### src/rtl/pipe_pkg.sv
// Shared definitions for the PC generator: FSM states, instruction size and
// the byte-offset width of a fetch group.
package pipe_pkg;

  typedef enum logic [1:0] {
    WAIT = 2'd0,
    RUN  = 2'd1,
    HALT = 2'd2
  } pipe_state_e;

  localparam int unsigned INSTR_BYTES = 4;

  function automatic int unsigned grp_off_w(input int unsigned fetch_w);
    return $clog2(fetch_w * INSTR_BYTES);
  endfunction

endpackage

### src/rtl/pipe_pc_nextpc.sv
// Combinational next-PC selection: redirect priority, target alignment check
// and the valid-lane mask of the current fetch group.
module pipe_pc_nextpc
  import pipe_pkg::*;
#(
  parameter int unsigned XLEN    = 32,
  parameter int unsigned FETCH_W = 2
) (
  input  logic [XLEN-1:0]    pc_i,
  input  logic               valid_i,
  input  logic               stall_i,
  input  logic               flush_i,
  input  logic [XLEN-1:0]    flush_target_i,
  input  logic               br_taken_i,
  input  logic [XLEN-1:0]    br_target_i,
  output logic [XLEN-1:0]    next_pc_o,
  output logic               redirect_o,
  output logic               misalign_o,
  output logic [FETCH_W-1:0] mask_o
);

  localparam int unsigned     GRP_BYTES = FETCH_W * INSTR_BYTES;
  localparam logic [XLEN-1:0] GRP_MASK  = XLEN'(GRP_BYTES - 1);
  localparam logic [XLEN-1:0] GRP_STEP  = XLEN'(GRP_BYTES);

  logic [XLEN-1:0] target;
  logic [XLEN-1:0] seq_pc;
  logic [XLEN-1:0] first_lane;

  assign target     = flush_i ? flush_target_i : br_target_i;
  assign redirect_o = flush_i | br_taken_i;
  assign misalign_o = redirect_o && (target[1:0] != 2'b00);
  assign seq_pc     = (pc_i & ~GRP_MASK) + GRP_STEP;
  assign first_lane = (pc_i & GRP_MASK) >> 2;

  // A misaligned redirect leaves the PC where it is; the top halts on it.
  always_comb begin
    next_pc_o = seq_pc;
    if (redirect_o) begin
      next_pc_o = misalign_o ? pc_i : target;
    end else if (stall_i) begin
      next_pc_o = pc_i;
    end
  end

  always_comb begin
    mask_o = '0;
    for (int unsigned k = 0; k < FETCH_W; k++) begin
      mask_o[k] = valid_i && (XLEN'(k) >= first_lane);
    end
  end

endmodule

### src/rtl/pipe_pc_gen.sv
// Fetch PC generator: WAIT/RUN/HALT control, fetch and ID registers, sticky
// misalign/timeout flags and a saturating run-cycle counter.
module pipe_pc_gen
  import pipe_pkg::*;
#(
  parameter int unsigned      XLEN       = 32,
  parameter int unsigned      FETCH_W    = 2,
  parameter logic [XLEN-1:0]  RESET_VEC  = 32'h0000_0000,
  parameter int unsigned      MAX_CYCLES = 12,
  localparam int unsigned     CNT_W      = $clog2(MAX_CYCLES + 1)
) (
  input  logic               clk,
  input  logic               rst,
  input  logic               stall_i,
  input  logic               flush_i,
  input  logic [XLEN-1:0]    flush_target_i,
  input  logic               br_taken_i,
  input  logic [XLEN-1:0]    br_target_i,
  output logic [XLEN-1:0]    fetch_pc_o,
  output logic               fetch_valid_o,
  output logic [FETCH_W-1:0] fetch_mask_o,
  output logic [XLEN-1:0]    id_pc_o,
  output logic               id_valid_o,
  output logic               misalign_o,
  output logic               timeout_o,
  output logic [CNT_W-1:0]   cycle_cnt_o
);

  localparam logic [CNT_W-1:0] MAX_CNT = CNT_W'(MAX_CYCLES);

  pipe_state_e     state_q, state_d;
  logic [XLEN-1:0] pc_q, pc_d;
  logic            valid_q, valid_d;
  logic [XLEN-1:0] id_pc_q, id_pc_d;
  logic            id_valid_q, id_valid_d;
  logic            mis_q, mis_d;
  logic            to_q, to_d;
  logic [CNT_W-1:0] cnt_q, cnt_d;

  logic [XLEN-1:0] nxt_pc;
  logic            nxt_redirect;
  logic            nxt_misalign;

  pipe_pc_nextpc #(
    .XLEN    (XLEN),
    .FETCH_W (FETCH_W)
  ) u_nextpc (
    .pc_i           (pc_q),
    .valid_i        (valid_q),
    .stall_i        (stall_i),
    .flush_i        (flush_i),
    .flush_target_i (flush_target_i),
    .br_taken_i     (br_taken_i),
    .br_target_i    (br_target_i),
    .next_pc_o      (nxt_pc),
    .redirect_o     (nxt_redirect),
    .misalign_o     (nxt_misalign),
    .mask_o         (fetch_mask_o)
  );

  // The halting edge itself freezes the PC, so HALT always shows the last
  // address that was actually fetched.
  always_comb begin
    state_d    = state_q;
    pc_d       = pc_q;
    cnt_d      = cnt_q;
    mis_d      = mis_q;
    to_d       = to_q;
    id_pc_d    = id_pc_q;
    id_valid_d = id_valid_q;
    unique case (state_q)
      WAIT: state_d = RUN;
      RUN: begin
        if (cnt_q != MAX_CNT) cnt_d = cnt_q + 1'b1;
        if (nxt_misalign) mis_d = 1'b1;
        if (cnt_d == MAX_CNT) to_d = 1'b1;
        if (nxt_misalign || (cnt_d == MAX_CNT)) state_d = HALT;
        else                                    pc_d    = nxt_pc;
      end
      default: ;
    endcase
    if (state_d == HALT) begin
      id_valid_d = 1'b0;
    end else if (nxt_redirect) begin
      id_valid_d = 1'b0;
    end else if (!stall_i) begin
      id_pc_d    = pc_q;
      id_valid_d = valid_q;
    end
    valid_d = (state_d == RUN);
  end

  always_ff @(posedge clk or posedge rst) begin
    if (rst) begin
      state_q    <= WAIT;
      pc_q       <= RESET_VEC;
      valid_q    <= 1'b0;
      id_pc_q    <= '0;
      id_valid_q <= 1'b0;
      mis_q      <= 1'b0;
      to_q       <= 1'b0;
      cnt_q      <= '0;
    end else begin
      state_q    <= state_d;
      pc_q       <= pc_d;
      valid_q    <= valid_d;
      id_pc_q    <= id_pc_d;
      id_valid_q <= id_valid_d;
      mis_q      <= mis_d;
      to_q       <= to_d;
      cnt_q      <= cnt_d;
    end
  end

  assign fetch_pc_o    = pc_q;
  assign fetch_valid_o = valid_q;
  assign id_pc_o       = id_pc_q;
  assign id_valid_o    = id_valid_q;
  assign misalign_o    = mis_q;
  assign timeout_o     = to_q;
  assign cycle_cnt_o   = cnt_q;

endmodule

### config.mk
export PLATFORM = sky130hd
export DESIGN_NAME = pipe_pc_gen
export DESIGN_NICKNAME = d
export VERILOG_FILES = /design/src/rtl/pipe_pkg.sv /design/src/rtl/pipe_pc_nextpc.sv /design/src/rtl/pipe_pc_gen.sv
export SDC_FILE = /design/constraint.sdc
export NUM_CORES = 1
export LEC_CHECK = 0
export ABC_AREA = 1
export CAP_MARGIN = 20
export CORE_ASPECT_RATIO = 0.7
export CORE_MARGIN = 2
export CORE_UTILIZATION = 49
export CTS_CLUSTER_SIZE = 40
export DETAILED_ROUTE_END_ITERATION = 16
export MAX_ROUTING_LAYER = met4
export PLACE_DENSITY = 0.82
export SLEW_MARGIN = 20
export SYNTH_ARGS = -nofsm -noshare
export SYNTH_HDL_FRONTEND = slang
export SYNTH_HIERARCHICAL = 1
export SYNTH_SLANG_ARGS = --single-unit
export TNS_END_PERCENT = 10
### constraint.sdc
create_clock -name clk -period 3.03 [get_ports clk]
set_input_delay 0.606 -clock clk [delete_from_list [all_inputs] [get_ports clk]]
set_output_delay 0.606 -clock clk [all_outputs]
set_load 0.005 [all_outputs]
==> impl_metrics.tcl <==
set metrics [dict create \
    sequential_share_of_the_synthesized_area 0.369 \
    postSynthCellCount 707 \
    r2r-end "id_pc_o[5]" \
    insertion_delay_ps 340 \
    synthesized_flop_and_latch_total 74 \
    initial_utilization 0.510 \
    cts.repair.resized 0 \
    max_transition_viols_final 0 \
    clock_sink_count 74 \
    rrSetupSlack_ps 800 \
    die-height_um 88.6 \
    final_critical_path_setup_slack_ps 545 \
    num-nets-final 910 \
    hold_end "id_pc_o[14]" \
    postCtsHoldBufs 0 \
    p_per_area_mw_per_mm2 729 \
    overflow 0 \
    tritoncts.num_buffers 9 \
    multi_input_combinational_cell_area_mm2 0.00276 \
    numPortBuffers 142 \
    arrival_ps 2710 \
    post_route_cells_drive_above_1_share 0.112 \
    setup.worst_path.start_class "input port" \
    end_kind "flop" \
    final_antenna_diode_count 0 \
    static-leakage-power_nw 3.18 \
    die_w_um 125 \
    synth.avg_cell_area_um2 7.09 \
    row_count 30 \
    drt_pre_antenna_iters 6 \
    drt_iter0_drc 635 \
    clkSlewWorstSetupHoldPaths_ps 60 \
    finalPower_mw 4.99 \
    max_slew.worst_pin.slew_ps 551 \
    track_usage 0.315 \
    num-fill-cells 785 \
    tritoncts "built" \
    setup_tns_ps 0 \
    maxClockFrequency_ghz 0.402 \
    nets_in_the_synthesized_netlist 779 \
    synth.yosys.warnings 6 \
    io_pins 143 \
    worst_ir_drop_vdd_mv 0.351 \
    finalCritPeriodShare 0.820 \
    dp_hpwl_um 11600 \
    synth_cell_types 42 \
    fin_hold_ws_ps 471 \
    h-tree-depth 3 \
    outcome "complete, no violations" \
    critPathKind "in -> reg" \
    preCtsSetupSlack_ps 210 \
    cts.repair_timing.setup_buffer_count 0 \
    relSlewSlack 0.633 \
    worst-path-max-fanout 42 \
    clk_path_buf_depth 2 \
    drv_cap 0 \
    path_category_of_the_worst_min_delay_check "reg -> reg" \
    routed_wl_um 16400 \
    cp.required_ps 3250 \
    finalCriticalPeriod_ps 2480 \
    finalHoldViolations 0 \
    core_mm2 0.00983 \
    dieArea_mm2 0.0111 \
    r2r_cells 11 \
    setup_viol 0 \
    grt_antenna_before_repair 0 \
    via_total_after_detailed_routing 5407 \
    syn_to_final_growth_pct 36.4 \
    hp-start "id_pc_o[14]" \
    wire_per_inst_um 16.9 \
    detail_route.drc_violations 0 \
    route.detailed.vias_per_inst 5.57 \
    finClkSkew_ps 6.29 \
    final_antenna_net_count 0 \
    regArea_mm2 0.00185 \
    unrepaired_setup_endpoints_after_global_routing "false" \
    synthesis.area_mm2 0.00501 \
    min_path_cells 2 \
    grt_start_max_net_pins 75 \
    grt_pass1_vias 5134 \
    worst_r2r_startpoint "cycle_cnt_o[0]" \
    cts-root-buf "sky130_fd_sc_hd__clkbuf_16" \
    routabilityCongestion 0.858 \
    grt_pass1_wl_um 26600 \
]
cells in the final DEF (no fill, tap or decap), types with 2 or more instances in the layout:
| master | synthesis | final |
|---|---|---|
| sky130_fd_sc_hd__a31oi_1 | 3 | 3 |
| sky130_fd_sc_hd__o211ai_1 | 4 | 4 |
| sky130_fd_sc_hd__or2_2 | 2 | 2 |
| sky130_fd_sc_hd__a21oi_1 | 7 | 7 |
| sky130_fd_sc_hd__nand2_2 | 7 | 7 |
| sky130_fd_sc_hd__inv_2 | 2 | 3 |
| sky130_fd_sc_hd__o22ai_1 | 2 | 2 |
| sky130_fd_sc_hd__nand4_1 | 37 | 37 |
| sky130_fd_sc_hd__a22o_1 | 7 | 7 |
| sky130_fd_sc_hd__clkdlybuf4s50_1 | 0 | 142 |
| sky130_fd_sc_hd__nand3_1 | 45 | 45 |
| sky130_fd_sc_hd__clkbuf_16 | 0 | 9 |
| sky130_fd_sc_hd__nor2_1 | 43 | 43 |
| sky130_fd_sc_hd__nand2_1 | 294 | 294 |
| sky130_fd_sc_hd__buf_12 | 0 | 2 |
| sky130_fd_sc_hd__nand3_2 | 11 | 11 |
| sky130_fd_sc_hd__o21ai_0 | 21 | 21 |
| sky130_fd_sc_hd__nand3b_1 | 2 | 2 |
| sky130_fd_sc_hd__inv_1 | 47 | 46 |
| sky130_fd_sc_hd__o21ai_1 | 6 | 6 |
| sky130_fd_sc_hd__dfrtp_1 | 74 | 74 |
| sky130_fd_sc_hd__buf_4 | 4 | 12 |
| sky130_fd_sc_hd__nor2_4 | 6 | 6 |
| sky130_fd_sc_hd__and2_1 | 2 | 2 |
| sky130_fd_sc_hd__o21bai_1 | 2 | 2 |
| sky130_fd_sc_hd__o21ai_2 | 8 | 8 |
| sky130_fd_sc_hd__nor2_2 | 6 | 6 |
| sky130_fd_sc_hd__ha_1 | 3 | 3 |
| sky130_fd_sc_hd__clkinv_1 | 2 | 2 |
| sky130_fd_sc_hd__bufinv_16 | 0 | 2 |
| sky130_fd_sc_hd__o211ai_2 | 16 | 16 |
through the flow:
| step | util | area [um^2] | cells |
|---|---|---|---|
| after floorplan | - | 5010 | 707 |
| after global placement | 0.663 | 6520 | 955 |
| after detailed placement | 0.663 | 6520 | 955 |
| after CTS | 0.695 | 6840 | 971 |
| after global routing | 0.695 | 6840 | 971 |
| final | 0.695 | 6840 | 971 |
synth_stat cells (all sizes together):
cell type,number,share of area
nand3,57,0.070
nor2,56,0.057
a21o,1,0.0015
nor3,1,0.0010
inv,50,0.038
buf,24,0.032
o22ai,2,0.0025
dfrtp,74,0.37
clkinv,2,0.0015
a21boi,1,0.0015
o211ai,20,0.046
a31oi,3,0.0037
o21ai,35,0.041
o31ai,1,0.0015
ha,3,0.0075
a22o,7,0.012
nor3b,1,0.0015
or2,2,0.0025
clkbuf,12,0.0090
o32ai,1,0.0017
nand4,37,0.046
and2,2,0.0025
o21bai,4,0.0090
a21oi,7,0.0070
nand3b,2,0.0030
nand2,302,0.23
cell families (layout without fill, tap and decap cells):
kind of cell / Yosys count / count (layout) / share of synthesized area
AND/OR/NAND/NOR: 460 / 460 / 0.415
adder cells (fa/ha/maj): 3 / 3 / 0.00749
buffers and inverters: 88 / 224 / 0.0806
AO/OA/AOI/OAI: 82 / 82 / 0.127
flip-flops: 74 / 74 / 0.369
final cells by class:
cell class                 count  share of cell area
clock inverter                 6              0.0132
inverter                      52              0.0289
tap                          128              0.0234
clock buffer                  10              0.0335
sequential                    74               0.271
timing repair buffer         156               0.227
multi-input combinational    545               0.403
how the worst max path moves through the flow:
| stage | endpoint | cells past startpoint | startpoint |
|---|---|---|---|
| after floorplan | cycle_cnt_o[0] | 1 | rst |
| after global placement | fetch_pc_o[16] | 10 | flush_i |
| after detailed placement | fetch_pc_o[26] | 10 | flush_i |
| after CTS | fetch_pc_o[26] | 10 | flush_i |
| after global routing | fetch_pc_o[16] | 10 | flush_i |
| final | fetch_pc_o[26] | 10 | flush_i |
critical path, cell delays in order:
cell and delay, ps:
sky130_fd_sc_hd__clkdlybuf4s50_1 540, sky130_fd_sc_hd__o21ai_1 300, sky130_fd_sc_hd__nand2_4 90, sky130_fd_sc_hd__buf_4 200, sky130_fd_sc_hd__inv_4 410, sky130_fd_sc_hd__nand3_1 230
sky130_fd_sc_hd__o211ai_2 110, sky130_fd_sc_hd__nand2_1 80, sky130_fd_sc_hd__nand2_1 60, sky130_fd_sc_hd__nand2_1 60
routing by layer:
| metal | vias to the layer above | wire [um] | GRT usage | part of all wire |
|---|---|---|---|---|
| met5 | - | 0 | - | 0 |
| met1 | 2520 | 7510 | 0.436 | 0.46 |
| met4 | 0 | 182 | 0.0778 | 0.011 |
| li1 | 2579 | - | - | - |
| met2 | 281 | 7250 | 0.481 | 0.44 |
| met3 | 27 | 1460 | 0.0641 | 0.089 |
flip-flops by register name (all words and copies together), names as in the netlist:
register / cells
id_valid_o: 1
misalign_o: 1
state_q: 2
fetch_valid_o: 1
timeout_o: 1
cycle_cnt_o: 4
id_pc_o: 32
fetch_pc_o: 32
report_power, final:
part	switching [mW]	total [mW]	internal, mW
Clock	0.428	1.15	0.724
Sequential	0.558	1.90	1.35
Combinational	0.871	1.93	1.06
Total	1.86	4.99	3.13
(Power assumes the default switching activity.)
